==> config.mk <==
export PLATFORM = sky130hd
export DESIGN_NAME = tx_serializer_gen
export DESIGN_NICKNAME = d
export VERILOG_FILES = /design/src/rtl/tx_serializer_gen.sv
export SDC_FILE = /design/constraint.sdc
export NUM_CORES = 1
export LEC_CHECK = 0
export BUFFER_PORTS_ARGS = -buffer_cell sky130_fd_sc_hd__buf_2
export CAP_MARGIN = 0
export CORE_UTILIZATION = 40
export CTS_CLUSTER_SIZE = 40
export DETAILED_ROUTE_END_ITERATION = 12
export SYNTH_ARGS = -nofsm -noshare
export SYNTH_HDL_FRONTEND = slang
export SYNTH_SLANG_ARGS = --single-unit
==> constraint.sdc <==
create_clock -name clk -period 3 [get_ports clk]
set_input_delay 0.75 -clock clk [delete_from_list [all_inputs] [get_ports clk]]
set_output_delay 0.75 -clock clk [all_outputs]
set_load 0.01 [all_outputs]
==> src/rtl/tx_serializer_gen.sv <==
// Parallel-to-serial converter for the SERDES TX path: valid/ready word intake,
// per-word bit order, framing strobes, and a one-word holding buffer for gapless streaming.
module tx_serializer_gen #(
  parameter int DATA_W = 8,
  parameter int CNT_W  = $clog2(DATA_W)
) (
  input  logic              clk,
  input  logic              rst,
  input  logic [DATA_W-1:0] data_in,
  input  logic              data_valid,
  input  logic              msb_first,
  output logic              data_ready,
  output logic              ser_out,
  output logic              ser_valid,
  output logic              frame_start,
  output logic              frame_end,
  output logic              busy
);

  typedef enum logic {IDLE, SHIFT} state_t;

  localparam logic [CNT_W-1:0] LAST = CNT_W'(DATA_W - 1);

  state_t            state, nxt_state;
  logic [CNT_W-1:0]  cnt, nxt_cnt;
  logic [DATA_W-1:0] sh_data, nxt_sh_data, buf_data;
  logic              sh_msb, nxt_sh_msb, buf_msb;
  logic              buf_full, nxt_buf_full, buf_wr;
  logic              accept, load_slot;

  function automatic logic pick_bit(input logic [DATA_W-1:0] d, input logic msb,
                                    input logic [CNT_W-1:0] idx);
    logic [CNT_W-1:0] pos;
    pos = msb ? (LAST - idx) : idx;
    return d[pos];
  endfunction

  assign data_ready = ~rst & ~buf_full;
  assign accept     = data_valid & data_ready;
  assign load_slot  = (state == IDLE) || (cnt == LAST);

  always_comb begin
    nxt_state    = state;
    nxt_cnt      = cnt;
    nxt_sh_data  = sh_data;
    nxt_sh_msb   = sh_msb;
    nxt_buf_full = buf_full;
    buf_wr       = 1'b0;
    if (load_slot) begin
      nxt_cnt = '0;
      // The buffered word always wins; data_ready is low while it is held.
      if (buf_full) begin
        nxt_state    = SHIFT;
        nxt_sh_data  = buf_data;
        nxt_sh_msb   = buf_msb;
        nxt_buf_full = 1'b0;
      end else if (accept) begin
        nxt_state   = SHIFT;
        nxt_sh_data = data_in;
        nxt_sh_msb  = msb_first;
      end else begin
        nxt_state = IDLE;
      end
    end else begin
      nxt_cnt = cnt + 1'b1;
      if (accept) begin
        buf_wr       = 1'b1;
        nxt_buf_full = 1'b1;
      end
    end
  end

  // Control and registered outputs: output bits reflect the state being entered.
  always_ff @(posedge clk or posedge rst) begin
    if (rst) begin
      state       <= IDLE;
      cnt         <= '0;
      buf_full    <= 1'b0;
      ser_out     <= 1'b0;
      ser_valid   <= 1'b0;
      frame_start <= 1'b0;
      frame_end   <= 1'b0;
      busy        <= 1'b0;
    end else begin
      state       <= nxt_state;
      cnt         <= nxt_cnt;
      buf_full    <= nxt_buf_full;
      ser_valid   <= (nxt_state == SHIFT);
      ser_out     <= (nxt_state == SHIFT) & pick_bit(nxt_sh_data, nxt_sh_msb, nxt_cnt);
      frame_start <= (nxt_state == SHIFT) && (nxt_cnt == '0);
      frame_end   <= (nxt_state == SHIFT) && (nxt_cnt == LAST);
      busy        <= (nxt_state == SHIFT) || nxt_buf_full;
    end
  end

  // Datapath storage: contents are only meaningful while the matching control flag is set.
  always_ff @(posedge clk) begin
    sh_data <= nxt_sh_data;
    sh_msb  <= nxt_sh_msb;
    if (buf_wr) begin
      buf_data <= data_in;
      buf_msb  <= msb_first;
    end
  end

endmodule
==> reports/qor.yml, run 1 <==
min_path:
  hold_class: "in -> async"
sta:
  slew_viol_final: 0
  rsz0062_at_grt: "no"
  hold_ws_ns: 0.416
  fin_crit_sh_pct: 89.2
  min_period_ns: 2.68
  relSlewSlack_pct: 54.7
  fin_tns_setup_ns: 0
  finalClockSkew_ns: 0.00243
  worst_slew_pin_slew_ns: 0.678
  hold_viol: 0
  final-setup-viol-count: 0
  fmax_mhz: 373
cells_and_area:
  layout.nets: 156
  drive_above_1_share_pct: 22.7
  fin_cells: 185
  syn_to_final_growth_pct: 10.9
  num-fill-cells: 319
  diodes: 0
  design_area_um2: 1440
placement:
  dpl.hpwl_um: 1860
  io_buffers: 17
  place_congestion: 0.809
  postPlaceCellArea_um2: 1410
  dp.cells: 181
synth:
  synthSimpleGateAreaFrac_pct: 22.1
  yosysTopAreaCell: "edfxtp_1"
  ys_seq_elements: 27
  yosys_warnings: 0
  synth-seq-area-share_pct: 52.2
  postSynthCellCount: 125
  synth_top_family_by_area: "simple AND/OR/NAND/NOR gates"
  synth_compound_area_share_pct: 15.2
  synth_cell_types: 42
  synth-async-reset-ratio_pct: 33.3
  synthTopCellsByCount: "dfrtp_1, dfxtp_1, edfxtp_1, nand2_1, nor2_1"
  ys.flop_type: "edfxtp_1"
  yosysTopAreaCellShare_pct: 20.9
  synth_edf_count: 9
  synth-xor-area-share_pct: 0
  mappedNetlistNets: 139
  muxShareOfSynthArea_pct: 1.93
  synth_adder_area_share_pct: 1.93
  ys_top_cells_by_area: "edfxtp_1, dfrtp_1, dfxtp_1, nand3_1, nand2_1"
  syn_avg_cell_area_um2: 10.4
  synth.cell_area_um2: 1290
worst_setup_path:
  arrival_ns: 2.90
  worst_setup_path_start_kind: "flop"
  critPathKind: "reg -> reg"
  cp.required_ns: 3.23
  end_kind: "flop"
  critPathMaxFanout: 14
power_and_ir_drop:
  powerDensity_nw_per_um2: 1020
  peakVddDrop_v: 0.000347
  p_leak_uw: 0.000596
floorplan:
  io_pins: 18
  core_um2: 3050
  start_util_pct: 42.4
  rows: 20
  die_w_um: 58.9
  die_area_um2: 3470
  die_h_um: 58.9
clock_tree:
  clock-sinks: 27
  clk_pin_slew_ns: 0.14
  post_cts_buffers: 0
  clkLatencyLatePin_ns: 0.32
  cts_made_buffers: 3
  tritoncts: "yes"
  clockRootBuffer: "clkbuf_4"
  cts_resized: 0
  hold_buffers: 0
  ctsHtreeMaxLevel: 1
  cts_buffer_depth: 2
run_status:
  status: "finished, final reports clean"
detailed_routing:
  routed_wl_um: 2530
  drtAntennaViolNets: 0
  drt_first_pass_iters: 4
  wl_per_cell_um: 13.7
  vias: 983
  drc_errors: 0
  dr.first_iter.drc_count: 22
  avgViaCountPerCell: 5.31
global_routing:
  grt_use_total_pct: 17.1
  grt-ovfl-total: 0
  grt_pass1_wl_um: 4430
  grt_max_degree: 20
  grt_pass1_vias: 933
  antenna_found_initial: 0
flow_run:
  cap_viol_max_count: 0
==> layout make-up <==
type                    count  area (um^2)  area share [%]
repair buffers             21          115            8.01
clock buffers               3         22.5            1.57
flip-flops and latches     27          676            47.0
clock inverters             1         5.00           0.348
multi-input cells          81          533            37.1
inverters                   8         30.0            2.09
well taps                  44         55.1            3.83
==> worst max-delay path, cell delays in order (launching register included) <==
cell,delay (ns)
dfrtp_1,0.47
ha_1,0.22
ha_1,0.22
nand2b_1,0.27
buf_4,0.24
nand4_1,0.10
and4_4,0.29
mux2_4,0.30
or3_1,0.29
and4_1,0.18
==> cells in the final DEF (no fill, tap or decap), types with 2 or more instances in the layout <==
| cell | count |
|---|---|
| or3_1 | 2 |
| dfrtp_1 | 9 |
| nand2b_1 | 2 |
| a31oi_1 | 2 |
| nor2b_1 | 2 |
| dfxtp_1 | 9 |
| o21bai_1 | 2 |
| nor2_1 | 9 |
| o21ai_0 | 4 |
| or2_2 | 2 |
| nand3_1 | 8 |
| a211oi_1 | 3 |
| edfxtp_1 | 9 |
| and3b_1 | 2 |
| nand2_1 | 9 |
| nor4_1 | 3 |
| o22ai_1 | 2 |
| nand4_1 | 3 |
| clkbuf_4 | 3 |
| o2bb2ai_1 | 2 |
| buf_2 | 17 |
| inv_1 | 8 |
| a22o_1 | 2 |
| buf_4 | 4 |
| a21oi_1 | 4 |
| ha_1 | 2 |
==> worst paths after layout <==
path / start / to / slack, ns / cells past startpoint
setup reg to reg: cnt[0] / ser_out / 0.32 / 9
hold reg to reg: buf_data[5] / sh_data[5] / 0.54 / 2
max in group asynchronous: rst / frame_end / 2.33 / 2
min in group clk: buf_data[5] / sh_data[5] / 0.54 / 2
hold / removal: rst / cnt[0] / 0.42 / 2
setup / recovery: cnt[0] / ser_out / 0.32 / 9
==> registers in the layout (all words and copies together) (netlist names) <==
signal,count
buf_data,8
ser_out,1
frame_end,1
sh_data,8
cnt,3
buf_msb,1
state,1
buf_full,1
busy,1
frame_start,1
sh_msb,1
==> layer usage <==
metal  track usage, %  wire length, um  vias to the layer above
met5                0                0                        -
met3             1.98              130                        2
met4             5.10               19                        0
li1                 -                -                      486
met1             24.7             1190                      470
met2             26.9             1190                       25
==> report_power, final <==
group,switching (uW),internal (uW)
clock network,105,49.8
logic,381,332
registers,92.7,498
==> through the flow <==
stage               worst slack (ns)  power (uW)  utilization, %
floorplan                      0.634        1190               -
global placement               0.372        1300            46.1
detailed placement             0.342        1310            46.1
CTS                            0.316        1470            47.0
global route                   0.177        1600            47.0
finish                         0.323        1460            47.0
==> kinds of logic (layout without fill, tap and decap cells) <==
logic type | Yosys count | count (layout)
simple gates | 49 | 49
fa+ha+maj | 2 | 2
compound gates | 28 | 28
mux | 2 | 2
flops | 27 | 27
buf+inv | 17 | 33
(Power assumes the default switching activity.)
==> run 2: changes to the inputs <==
--- a/config.mk
+++ b/config.mk
@@ -10,6 +10,7 @@
 export CORE_UTILIZATION = 40
 export CTS_CLUSTER_SIZE = 40
 export DETAILED_ROUTE_END_ITERATION = 12
+export PLACE_DENSITY = 0.57
 export SYNTH_ARGS = -nofsm -noshare
 export SYNTH_HDL_FRONTEND = slang
 export SYNTH_SLANG_ARGS = --single-unit
==> reports/qor.yml, run 2 (synthesis results as in run 1) <==
floorplan:
  rows: 20  # unchanged
  io_pins: 18  # unchanged
  die_area_um2: 3470  # unchanged
  die_h_um: 58.9  # unchanged
  start_util_pct: 42.4  # unchanged
  core_um2: 3050  # unchanged
  die_w_um: 58.9  # unchanged
cells_and_area:
  layout_commonest_cell: "buf_2"
  num-fill-cells: 299  # -6.3%
  syn_to_final_growth_pct: 10.9  # unchanged
  layout.nets: 156  # unchanged
  diodes: 0  # unchanged
  reg_top3: "buf_data x8, sh_data x8, cnt x3"
  multi_input_area_um2: 533  # unchanged
  drive_above_1_share_pct: 22.7  # unchanged
  seq_area_um2: 676  # unchanged
  design_area_um2: 1440  # unchanged
sta:
  hold_viol: 0  # unchanged
  fmax_mhz: 381  # +1.9%
  fin_crit_sh_pct: 87.6  # -1.6 points
  rsz0062_at_grt: "no"
  min_period_ns: 2.63  # -0.0495 ns
  finalClockSkew_ns: 0.00454  # +0.00211 ns
  fin_tns_setup_ns: 0  # unchanged
  final-setup-viol-count: 0  # unchanged
  relSlewSlack_pct: 50.6  # -4.2 points
  slew_viol_final: 0  # unchanged
  worst_slew_pin_slew_ns: 0.740  # +0.0622 ns
detailed_routing:
  drt_first_pass_iters: 4  # unchanged
  drtAntennaViolNets: 0  # unchanged
  avgViaCountPerCell: 5.33  # +0.31%
  wl_per_cell_um: 13.2  # -3.9%
  drc_errors: 0  # unchanged
  routed_wl_um: 2430  # -3.9%
  vias: 986  # +0.31%
  dr.first_iter.drc_count: 30  # +36%
run_status:
  status: "finished, final reports clean"
clock_tree:
  clkLatencyLatePin_ns: 0.33  # about the same
  cts_made_buffers: 3  # unchanged
  post_cts_buffers: 0  # unchanged
  cts_resized: 0  # unchanged
  clockRootBuffer: "clkbuf_4"
  cts_buffer_depth: 2  # unchanged
  hold_buffers: 0  # unchanged
  ctsHtreeMaxLevel: 1  # unchanged
  clk_pin_slew_ns: 0.15  # about the same
  tritoncts: "yes"
  clock-sinks: 27  # unchanged
placement:
  place_congestion: 0.782  # -3.3%
  postPlaceCellArea_um2: 1410  # unchanged
  io_buffers: 17  # unchanged
  dpl.hpwl_um: 1770  # -4.6%
global_routing:
  grt-ovfl-total: 0  # unchanged
  antenna_found_initial: 0  # unchanged
  grt_use_total_pct: 15.8  # -1.4 points
  grt_pass1_wl_um: 4060  # -8.4%
  grt_max_degree: 20  # unchanged
  grt_pass1_vias: 898  # -3.8%
worst_setup_path:
  critPathKind: "reg -> reg"
  rr_worst_depth: 9  # unchanged
  end_kind: "flop"
  critPathMaxFanout: 14  # unchanged
  cp.depth: 9  # unchanged
  cp.required_ns: 3.24  # about the same
  cpMaxStageDelayCell: "dfrtp_1"
  worst_setup_path_start_kind: "flop"
  worst-path-buf-inv: 1  # unchanged
  crit_family: "simple AND/OR/NAND/NOR gates"
  cpMostUsedCell: "ha_1"
  arrival_ns: 2.87  # -0.03 ns
  cpPeakStageDelay_ns: 0.46  # about the same
  worstPathCellList: "ha_1 -> ha_1 -> nand2b_1 -> buf_4 -> nand4_1 -> and4_4 -> mux2_4 -> or3_1 -> and4_1"
flow_run:
  cap_viol_max_count: 0  # unchanged
power_and_ir_drop:
  powerDensity_nw_per_um2: 1020  # +0.28%
  p_total_uw: 1460  # +0.28%
  p_leak_uw: 0.000596  # unchanged
  peakVddDrop_v: 0.000359  # +3.4%
min_path:
  hold_class: "in -> async"
run 2: metrics by stage:
step	hold slack (ns)	utilization [%]	setup slack [ns]	instances
CTS	0.413	47.0	0.355	185
global route	0.413	47.0	0.228	185
floorplan	0.435	-	0.634	125
finish	0.406	47.0	0.372	185
global placement	0.478	46.1	0.372	181
detailed placement	0.469	46.1	0.366	181
run 2: layer usage:
layer  wire, um  up-vias  share of wire, %  GRT usage (%)
met3        110        4               4.5           1.98
met2       1100       29                45           23.9
met5          0        -                 0              0
li1           -      493                 -              -
met1       1190      460                49           22.5
met4         34        0               1.4           7.14
run 2: cell type report:
| cell class | instances | share of cell area [%] |
|---|---|---|
| clock buffers | 3 | 1.57 |
| clock inverters | 1 | 0.348 |
| inverters | 8 | 2.09 |
| multi-input cells | 81 | 37.1 |
| flip-flops and latches | 27 | 47.0 |
| well taps | 44 | 3.83 |
| repair buffers | 21 | 8.01 |
run 2: path summary, 6_finish.rpt:
kind                            startpoint         end  slack [ns]
worst max-delay path                cnt[0]     ser_out        0.37
worst min-delay path                   rst    buf_full        0.41
worst max register to register      cnt[0]     ser_out        0.37
worst min register to register  sh_data[6]  sh_data[6]        0.52
max in group asynchronous              rst     ser_out        2.34
min in group clk                sh_data[6]  sh_data[6]        0.52
run 2: report_power, final:
part	total, uW	internal [uW]	switching, uW
registers	590	498	92.6
logic	713	332	380
clock network	161	50.1	111
